`config.mk`:
```
export PLATFORM = sky130hd
export DESIGN_NAME = pipe_ctrl
export DESIGN_NICKNAME = d
export VERILOG_FILES = /design/src/rtl/pipe_ctrl_pkg.sv /design/src/rtl/pipe_ctrl_md_occ_counter.sv /design/src/rtl/pipe_ctrl.sv
export SDC_FILE = /design/constraint.sdc
export NUM_CORES = 1
export LEC_CHECK = 0
export BUFFER_PORTS_ARGS = -buffer_cell sky130_fd_sc_hd__buf_2
export CORE_ASPECT_RATIO = 0.75
export CORE_MARGIN = 3
export CORE_UTILIZATION = 30
export CTS_BUF_LIST = sky130_fd_sc_hd__clkbuf_16
export DETAILED_ROUTE_END_ITERATION = 12
export GPL_TIMING_DRIVEN = 1
export HOLD_SLACK_MARGIN = 0.08
export SETUP_SLACK_MARGIN = 0.5
export SYNTH_ARGS = -nofsm -noshare
export SYNTH_HDL_FRONTEND = slang
export SYNTH_SLANG_ARGS = --single-unit
```
`constraint.sdc`:
```
create_clock -name clk -period 2.8 [get_ports clk]
set_input_delay 0.14 -clock clk [delete_from_list [all_inputs] [get_ports clk]]
set_output_delay 0.14 -clock clk [all_outputs]
set_load 0.1 [all_outputs]
```
`src/rtl/pipe_ctrl_pkg.sv`:
```
// rtl/pipe_ctrl_pkg.sv - shared pipeline constants and controller state encoding
package pipe_ctrl_pkg;

  localparam int REG_W = 5;

  localparam int STG_PC     = 0;
  localparam int STG_IF_ID  = 1;
  localparam int STG_ID_EX  = 2;
  localparam int STG_EX_MEM = 3;
  localparam int STG_MEM_WB = 4;
  localparam int NUM_STG    = 5;

  typedef enum logic {
    ST_RUN = 1'b0,
    ST_MD  = 1'b1
  } md_state_e;

endpackage

```
`src/rtl/pipe_ctrl_md_occ_counter.sv`:
```
// rtl/pipe_ctrl_md_occ_counter.sv - mul/div EX occupancy counter with zero flag
module md_occ_counter #(
  parameter int CNT_W = 6
) (
  input  logic             clk,
  input  logic             rst_n,
  input  logic             clr_i,
  input  logic             load_i,
  input  logic [CNT_W-1:0] load_val_i,
  input  logic             dec_i,
  output logic [CNT_W-1:0] cnt_o,
  output logic             zero_o
);

  logic [CNT_W-1:0] cnt_q, cnt_d;

  // Clear beats load beats decrement; with none asserted the count is frozen.
  always_comb begin
    cnt_d = cnt_q;
    if (clr_i) begin
      cnt_d = '0;
    end else if (load_i) begin
      cnt_d = load_val_i;
    end else if (dec_i && cnt_q != '0) begin
      cnt_d = cnt_q - 1'b1;
    end
  end

  always_ff @(posedge clk or negedge rst_n) begin
    if (!rst_n) begin
      cnt_q <= '0;
    end else begin
      cnt_q <= cnt_d;
    end
  end

  assign cnt_o  = cnt_q;
  assign zero_o = (cnt_q == '0);

endmodule

```
`src/rtl/pipe_ctrl.sv`:
```
// rtl/pipe_ctrl.sv - pipeline hazard, stall/flush and mul/div sequencing controller
module pipe_ctrl
  import pipe_ctrl_pkg::*;
#(
  parameter int MUL_CYCLES = 3,
  parameter int DIV_CYCLES = 32,
  parameter int CNT_W      = 6
) (
  input  logic             clk,
  input  logic             rst_n,
  input  logic [REG_W-1:0] id_rs,
  input  logic [REG_W-1:0] id_rt,
  input  logic             id_use_rs,
  input  logic             id_use_rt,
  input  logic             ex_load,
  input  logic [REG_W-1:0] ex_rd,
  input  logic             ex_redirect,
  input  logic             ex_md_start,
  input  logic             ex_md_div,
  input  logic             mem_exc,
  input  logic             imem_ready,
  input  logic             dmem_ready,
  output logic             stall_pc,
  output logic             stall_if_id,
  output logic             stall_id_ex,
  output logic             stall_ex_mem,
  output logic             stall_mem_wb,
  output logic             flush_if_id,
  output logic             flush_id_ex,
  output logic             flush_ex_mem,
  output logic             md_busy,
  output logic             md_done,
  output logic [31:0]      perf_stalls
);

  localparam logic [CNT_W-1:0] MUL_LOAD = CNT_W'(MUL_CYCLES - 1);
  localparam logic [CNT_W-1:0] DIV_LOAD = CNT_W'(DIV_CYCLES - 1);

  md_state_e        state_q, state_d;
  logic [31:0]      perf_q, perf_d;
  logic [CNT_W-1:0] cnt;
  logic             cnt_zero, cnt_clr, cnt_load, cnt_dec;
  logic [CNT_W-1:0] cnt_load_val;

  logic               in_md, md_stall, red, lu;
  logic [NUM_STG-1:0] stall_v;
  logic               fl_if_id, fl_id_ex, fl_ex_mem, done;

  assign in_md    = (state_q == ST_MD);
  // The counter-zero cycle of MD releases the pipeline instead of stalling it.
  assign md_stall = (!in_md && ex_md_start) || (in_md && !cnt_zero);
  assign red      = !in_md && ex_redirect;
  assign lu       = ex_load && (ex_rd != '0) &&
                    ((id_use_rs && id_rs == ex_rd) || (id_use_rt && id_rt == ex_rd));

  always_comb begin
    stall_v      = '0;
    fl_if_id     = 1'b0;
    fl_id_ex     = 1'b0;
    fl_ex_mem    = 1'b0;
    done         = 1'b0;
    state_d      = state_q;
    cnt_clr      = 1'b0;
    cnt_load     = 1'b0;
    cnt_dec      = 1'b0;
    cnt_load_val = ex_md_div ? DIV_LOAD : MUL_LOAD;
    if (rst_n) begin
      if (mem_exc) begin
        fl_if_id  = 1'b1;
        fl_id_ex  = 1'b1;
        fl_ex_mem = 1'b1;
        state_d   = ST_RUN;
        cnt_clr   = 1'b1;
      end else if (!dmem_ready) begin
        stall_v = '1;
      end else begin
        if (md_stall) begin
          stall_v[STG_PC]    = 1'b1;
          stall_v[STG_IF_ID] = 1'b1;
          stall_v[STG_ID_EX] = 1'b1;
          fl_ex_mem          = 1'b1;
        end else if (red) begin
          fl_if_id = 1'b1;
          fl_id_ex = 1'b1;
        end else if (lu) begin
          stall_v[STG_PC]    = 1'b1;
          stall_v[STG_IF_ID] = 1'b1;
          fl_id_ex           = 1'b1;
        end else if (!imem_ready) begin
          stall_v[STG_PC] = 1'b1;
          fl_if_id        = 1'b1;
        end

        if (!in_md) begin
          if (ex_md_start) begin
            cnt_load = 1'b1;
            state_d  = ST_MD;
          end
        end else if (cnt_zero) begin
          done    = 1'b1;
          state_d = ST_RUN;
        end else begin
          cnt_dec = 1'b1;
        end
      end
    end
  end

  md_occ_counter #(
    .CNT_W (CNT_W)
  ) u_md_occ_counter (
    .clk        (clk),
    .rst_n      (rst_n),
    .clr_i      (cnt_clr),
    .load_i     (cnt_load),
    .load_val_i (cnt_load_val),
    .dec_i      (cnt_dec),
    .cnt_o      (cnt),
    .zero_o     (cnt_zero)
  );

  assign perf_d = (stall_v[STG_PC] && perf_q != 32'hFFFF_FFFF) ? perf_q + 32'd1 : perf_q;

  always_ff @(posedge clk or negedge rst_n) begin
    if (!rst_n) begin
      state_q <= ST_RUN;
      perf_q  <= '0;
    end else begin
      state_q <= state_d;
      perf_q  <= perf_d;
    end
  end

  assign stall_pc     = stall_v[STG_PC];
  assign stall_if_id  = stall_v[STG_IF_ID];
  assign stall_id_ex  = stall_v[STG_ID_EX];
  assign stall_ex_mem = stall_v[STG_EX_MEM];
  assign stall_mem_wb = stall_v[STG_MEM_WB];
  assign flush_if_id  = fl_if_id;
  assign flush_id_ex  = fl_id_ex;
  assign flush_ex_mem = fl_ex_mem;
  assign md_busy      = rst_n && md_stall;
  assign md_done      = done;
  assign perf_stalls  = perf_q;

  // cnt is only consumed through the zero flag; keep the full value observable.
  logic unused_cnt;
  assign unused_cnt = ^cnt;

endmodule

```
==> results of run 1 <==
area by class of cell:
class | count | share of cell area (%)
multi-input combinational | 191 | 44.95
timing repair buffer | 72 | 12.72
tap | 101 | 4.131
sequential | 39 | 32.97
clock inverter | 3 | 0.4090
clock buffer | 5 | 4.090
inverter | 6 | 0.7362
state kept, by name (all words and copies together), names as in the netlist:
register	count
u_md_occ_counter.cnt_o	6
perf_stalls	32
in_md	1
per-layer routing:
metal  track usage, %  up-vias  routed length [um]  share of wire, %
li1                 -     1014                   -                 -
met1            19.23      971                3049                52
met2            18.34       51                2532                43
met3            2.564        4                 261               4.4
met4            3.398        0                  45              0.76
met5                0        -                   0                 0
what timing repair did:
| action | 4_1_cts | 5_1_grt |
|---|---|---|
| endpoints found under the setup margin | 4 | 29 |
| gates cloned | 0 | 1 |
| resized for setup | 3 | 7 |
| pin swaps | 0 | 1 |
| hold buffers | 1 | 0 |
| hold endpoints to repair | 39 | 0 |
| buffers inserted | 0 | 1 |
placed cells by master (no fill, tap or decap), types with 3 or more instances in the layout:
master and count:
dfrtp_1 13, and4_1 4, o21ai_0 4, inv_1 8, buf_2 63, clkbuf_16 5, and2_1 7, xnor2_1 40
nor2_2 3, nor3_1 4, and3_1 13, a21oi_2 3, nor2_1 11, o22a_1 3, buf_4 6, a31oi_1 3
ha_1 3, nand2_1 17, dfrtp_2 26, nor2b_1 4, nand3_2 6, nand4_1 15, nand3_1 17
report_power, final:
group	internal, mW	total, mW	switching [mW]
clock network	0.322	0.532	0.210
registers	0.642	0.724	0.0825
logic	0.174	0.708	0.535
worst min path at each step:
stage	start	to	slack [ps]	depth (start not counted)
floorplan	rst_n	in_md	-160	0
global placement	rst_n	perf_stalls[8]	-40	1
detailed placement	rst_n	perf_stalls[8]	-40	1
CTS	mem_exc	u_md_occ_counter.cnt_o[1]	140	2
global route	dmem_ready	u_md_occ_counter.cnt_o[5]	190	3
finish	mem_exc	u_md_occ_counter.cnt_o[1]	170	2
logic make-up after synthesis:
kind of cell / share of synthesized area [%]
buffers and inverters: 3.864
AOI/OAI and AO/OA: 8.095
adders and majority gates: 1.567
DFF: 40.73
muxes: 0.9399
xor gates and xnor gates: 14.99
and+or+nand+nor: 29.82
stage by stage:
step,hold WS (ps),instance area (um2),std cells
final,169.8,3059,417
after global routing,186.4,3059,417
after CTS,143.3,3015,415
after detailed placement,-37.96,2860,406
after global placement,-38.57,2860,406
after floorplan,-155.6,2446,243
==> metrics.md, run 1 <==
| Metric | Value |
|---|---|
| Status | complete, no violations |
| CTS buffer count | 5 |
| CP cell instances | ha_1 > and4_1 > and3_1 > and3_1 > nor2_8 > nand2_1 > mux2_1 |
| Initial drt markers | 50 |
| Drt first pass iters | 4 |
| Register-to-Register Path Depth | 7 |
| Net Count, Synth | 272 |
| Arr. time, crit path | between 2000 and 2500 ps |
| Hpwl dp | 4431 um |
| Gr ovfl total | 0 |
| Buffers & Inverters on Critical Path | 0 |
| Yosys cell types | 42 |
| Async SR Flop Fraction | 100.0% |
| Setup violators final | 0 |
| Die ar. | 0.009106 mm2 |
| Post-synth top area cell | dfrtp_1 |
| Syn_area_per_cell | 9.860 um2 |
| RSZ-0062 raised after global routing | true |
| Cells after Synth | 243 |
| Gr usage total | 12.74% |
| DR WL/cell | 14.12 um |
| Slowest cell on crit path | dfrtp_2 |
| Initial Util | 31.81% |
| Max Clock Freq | 0.4434 GHz |
| Vias in the first global route | 1906 |
| Post-synth EDFFs | 0 |
| Via/cell ratio | 4.892 |
| Max-slew headroom | 66.19% |
| Core ar. | 0.007533 mm2 |
| Max VDD drop | about 0.62 mV |
| Sequential area share after synthesis | 40.73% |
| Worst Setup EP | perf_stalls[1] |
| Total number of vias | between 2000 and 2500 |
| R2R Setup Slk | 540 ps |
| Pre-CTS WS | 481.4 ps |
| Primary FF master, synth | dfrtp_1 |
| H-tree levels | 2 |
| Post-Syn Area | 0.002396 mm2 |
| Filler Cell Count | between 700 and 800 |
| Num rows | 27 |
| Worst endpoint required time | about 3000 ps |
| GPL Wtd Cong | 0.7812 |
| HP Class | input port to flop |
| Synth warn | 0 |
| Number of port buffers | 67 |
| Largest net degree at the start of global routing | 32 |
| ANT cells | 0 |
| Pwr Density | 642.1 mW/mm2 |
| Final max-slew violation count | 0 |
| Clock sink count | 39 |
| Max Clock Skew | 4.506 ps |
| # IOs | 68 |
| Synth Register Bits | 39 |
| Final ANT Viol Nets | 0 |
| Final Power | 1.964 mW |
| Clk Latency, worst-skew pair | 270 ps |
| CP delay by family, top | simple AND/OR/NAND/NOR gates |
| Setup_tns | 0 ps |
| Worst path max stage delay | 430 ps |
| # DRC | 0 |
| Yosys top cell area share | 40.73% |
| WL final | about 5900 um |
| Final WS setup | 544.7 ps |
| Synth top area cells | dfrtp_1, xnor2_1, nand4_1 |
| Crit-path max FO | 17 |
| Reg clk slew, reported paths | 60 ps |
| Final Cycle Share | 80.55% |
| Worst flop-to-flop path startpoint | perf_stalls[0] |
| CTS root buf | clkbuf_16 |
| Leakage | 1.357 nW |
| Deepest clock path buffer count | 2 |
| Nets | 344 |
| CP endpoint kind | flop |
| Startpoint Class | flop |
| DIE HEIGHT | 83.40 um |
| Initial antenna violation count | 0 |
| Max-cap violations | 0 |
| Die W | around 110 um |
| Count leader, synth | xnor2_1 |
| Worst path most repeated cell | and3_1 |
| Register Area | 0.001008 mm2 |
| Top post-synthesis cells by count | xnor2_1, dfrtp_1, nand2_1, nand3_1, nand4_1 |
| First-pass GRT wire length | 9390 um |
| Util after Layout | 40.61% |
| Area grow syn2layout | 27.68% |
| Crit path time final | 2255 ps |
| Worst setup path start | perf_stalls[0] |
| CTS tree | done |
| Share of cells above drive strength 1 | 40.51% |
| CP Class | flop to flop |
| Critical path depth | 7 |
| Critical register-to-register path endpoint | perf_stalls[1] |
| Multi-input gate area | 0.001375 mm2 |
| Endpoints failing hold | 0 |
| Least-Margin Pin Slew | 507.1 ps |
(Power assumes the default switching activity.)
==> run 2, diff against run 1 <==
ABC_AREA = 1   (was default)
clock period = 1.9 ns   (was 2.8 ns; I/O delays follow)
==> run 2 against run 1 <==
Effect of this change: critical endpoint is now stall_pc; wire length grew 53%; final area grew 43%; setup slack lost 410 ps; critical path type is now flop to output pin; via count grew 51%; utilization grew 7.2 points; count of clock-buffer cells in the layout is the same; total power grew 55%; synthesized area grew 18%; synthesized cell count grew 81%; global-route usage grew 4.8 points; critical path depth grew 2.
==> metrics.md, run 2 <==
| Metric | Value |
|---|---|
| Num rows | 30 |
| Die W | 118.3 um |
| Synth top area cells | dfrtp_1, nand2_1, nand3_1 |
| Synth Register Bits | 39 |
| Cells after Synth | 439 |
| Max VDD drop | around 0.53 mV |
| DR WL/cell | 13.30 um |
| Startpoint Class | flop |
| Via/cell ratio | 4.557 |
| Hold slack final | ~190 ps |
| # DRC | 0 |
| Util after Layout | 47.83% |
| Die ar. | 0.01067 mm2 |
| # IOs | between 60 and 70 |
| Setup_tns | 0 ps |
| Deepest clock path buffer count | 2 |
| Synth warn | 0 |
| Post-synth EDFFs | 0 |
| Share of cells above drive strength 1 | ~35% |
| Pwr Density | 699.6 mW/mm2 |
| CTS buffer count | 5 |
| HP Class | input port to flop |
| Gr usage total | 17.49% |
| Clk Latency, worst-skew pair | 280 ps |
| Post-route cell area | 0.004363 mm2 |
| Area grow syn2layout | 53.75% |
| CTS tree | done |
| Reg clk slew, reported paths | 60 ps |
| Net Count, Synth | 468 |
| Async SR Flop Fraction | 100.0% |
| Largest net degree at the start of global routing | 37 |
| First-pass GRT wire length | 15340 um |
| Status | complete, no violations |
| Final Power | 3.052 mW |
| Total number of vias | 3085 |
| Max Clock Skew | ~2.9 ps |
| Final Cycle Share | 92.99% |
| Most frequent cells in the layout | nand2_1, buf_2, inv_1 |
| Gr ovfl total | 0 |
| Count leader, synth | nand2_1 |
| CP endpoint kind | output pin |
| Filler Cell Count | approximately 940 |
| Post-synth top area cell | dfrtp_1 |
| GPL Wtd Cong | slightly above 0.9 |
| Endpoints failing hold | 0 |
| DIE HEIGHT | 90.23 um |
| Max Clock Freq | 0.5660 GHz |
| Final max-slew violation count | 0 |
| Initial drt markers | 236 |
| Least-Margin Pin Slew | 502.5 ps |
| WL final | 9002 um |
| Initial Util | 31.11% |
| Core ar. | 0.009121 mm2 |
| Clock sink count | 39 |
| Primary FF master, synth | dfrtp_1 |
| Slowest cell on crit path | dfrtp_1 |
| Yosys top cell area share | roughly a third |
| Number of port buffers | 67 |
| Number of flip-flops under the largest register name | 32 |
| Worst endpoint required time | 1800 ps |
| Buffers & Inverters on Critical Path | 3 |
| Post-Syn Area | 0.002838 mm2 |
| CP cell instances | inv_2 > ha_4 > nand4_1 > nand2_2 > nand2_4 > nand2_8 > nand3_4 > buf_12 > buf_12 |
| Hpwl dp | 6669 um |
| Max-slew headroom | 66.73% |
| CTS root buf | clkbuf_16 |
| Crit-path max FO | 3 |
| Worst path most repeated cell | buf_12 |
| Commonest non-fill, non-tap cell in the layout | nand2_1 |
| Max-cap violations | 0 |
| Sequential area share after synthesis | 34.39% |
| Worst path max stage delay | approximately 370 ps |
| RSZ-0062 raised after global routing | true |
| Arr. time, crit path | 1670 ps |
| Final ANT Viol Nets | 0 |
| Crit path time final | 1767 ps |
| Setup violators final | 0 |
| Vias in the first global route | 3040 |
| CP delay by family, top | simple AND/OR/NAND/NOR gates |
| ANT cells | 0 |
| Initial antenna violation count | 0 |
| Leakage | 2.181 nW |
| Placed Area | 0.003815 mm2 |
| Syn_area_per_cell | 6.464 um2 |
| H-tree levels | 2 |
| CP Class | flop to output pin |
| Drt first pass iters | 4 |
| Yosys cell types | 27 |
| Top post-synthesis cells by count | nand2_1, inv_1, nor2_1 |
| Nets | 577 |
## run 2: cell types whose count changed in the layout (fill, tap and decap cells not counted), sizes merged, moves of 22 or more
cell,change
nand3,+22
xnor2,-33
buf,+39
nor2,+36
nand2,+159
inv,+41
## run 2: path summary, 6_finish.rpt
path	start	endpoint	slack, ps	depth (start not counted)
setup / recovery	u_md_occ_counter.cnt_o[0]	stall_pc	130	9
hold / removal	dmem_ready	in_md	190	4
setup reg to reg	perf_stalls[0]	perf_stalls[31]	180	9
hold reg to reg	perf_stalls[28]	perf_stalls[28]	510	2
max in group asynchronous	rst_n	perf_stalls[1]	980	3
min in group asynchronous	rst_n	in_md	340	2
## run 2: report_power, final
group | switching, mW | total [mW] | internal [mW]
registers | 0.0914 | 1.02 | 0.928
logic | 0.797 | 1.22 | 0.425
clock network | 0.333 | 0.811 | 0.479
total | 1.22 | 3.05 | 1.83
## run 2: worst min-delay path, cell delays in order
cell and delay (ps):
buf_2 150, nand2_1 60, nand3_1 70, nand2_2 60
## run 2: layout make-up
cell class | count | area, um2 | share of cell area (%)
Multi-Input combinational cell | 340 | 1874 | 42.96
Sequential cell | 39 | 1028 | 23.57
Timing Repair Buffer | 112 | 965.9 | 22.14
Inverter | 50 | 193.9 | 4.445
Tap cell | 128 | 160.2 | 3.671
Clock buffer | 5 | 125.1 | 2.868
Clock inverter | 3 | 15.01 | 0.3441
## run 2: metal layers
metal | GRT usage, % | wire length (um) | vias to the layer above
met2 | 25.30 | 3907 | 61
met1 | 26.34 | 4583 | 1435
met5 | 0 | 0 | -
met4 | 3.415 | 73 | 0
met3 | 4.214 | 438 | 7
li1 | - | - | 1582
## run 2: logic make-up after synthesis
group                    share of synthesized area [%]
AND/OR/NAND/NOR                                  43.25
AO/OA/AOI/OAI                                    2.910
adder cells (fa/ha/maj)                          1.323
XOR/XNOR                                         8.950
flip-flops                                       34.39
buffers and inverters                            9.171
## run 2: what timing repair did
item / in CTS / in global routing
endpoints found under the setup margin: 45 / 48
hold endpoints to repair: 3 / 0
pin swaps: 4 / 6
setup buffers: 16 / 6
gates cloned: 2 / 1
hold buffers: 2 / 0
gates resized for setup: 20 / 20
## run 2: stage by stage
stage          worst slack, ps  cells
2_1_floorplan           -34.08    439
3_3_place_gp             185.2    642
3_5_place_dp             174.6    642
4_1_cts                  136.3    670
5_1_grt                  20.85    677
6_report                 133.1    677
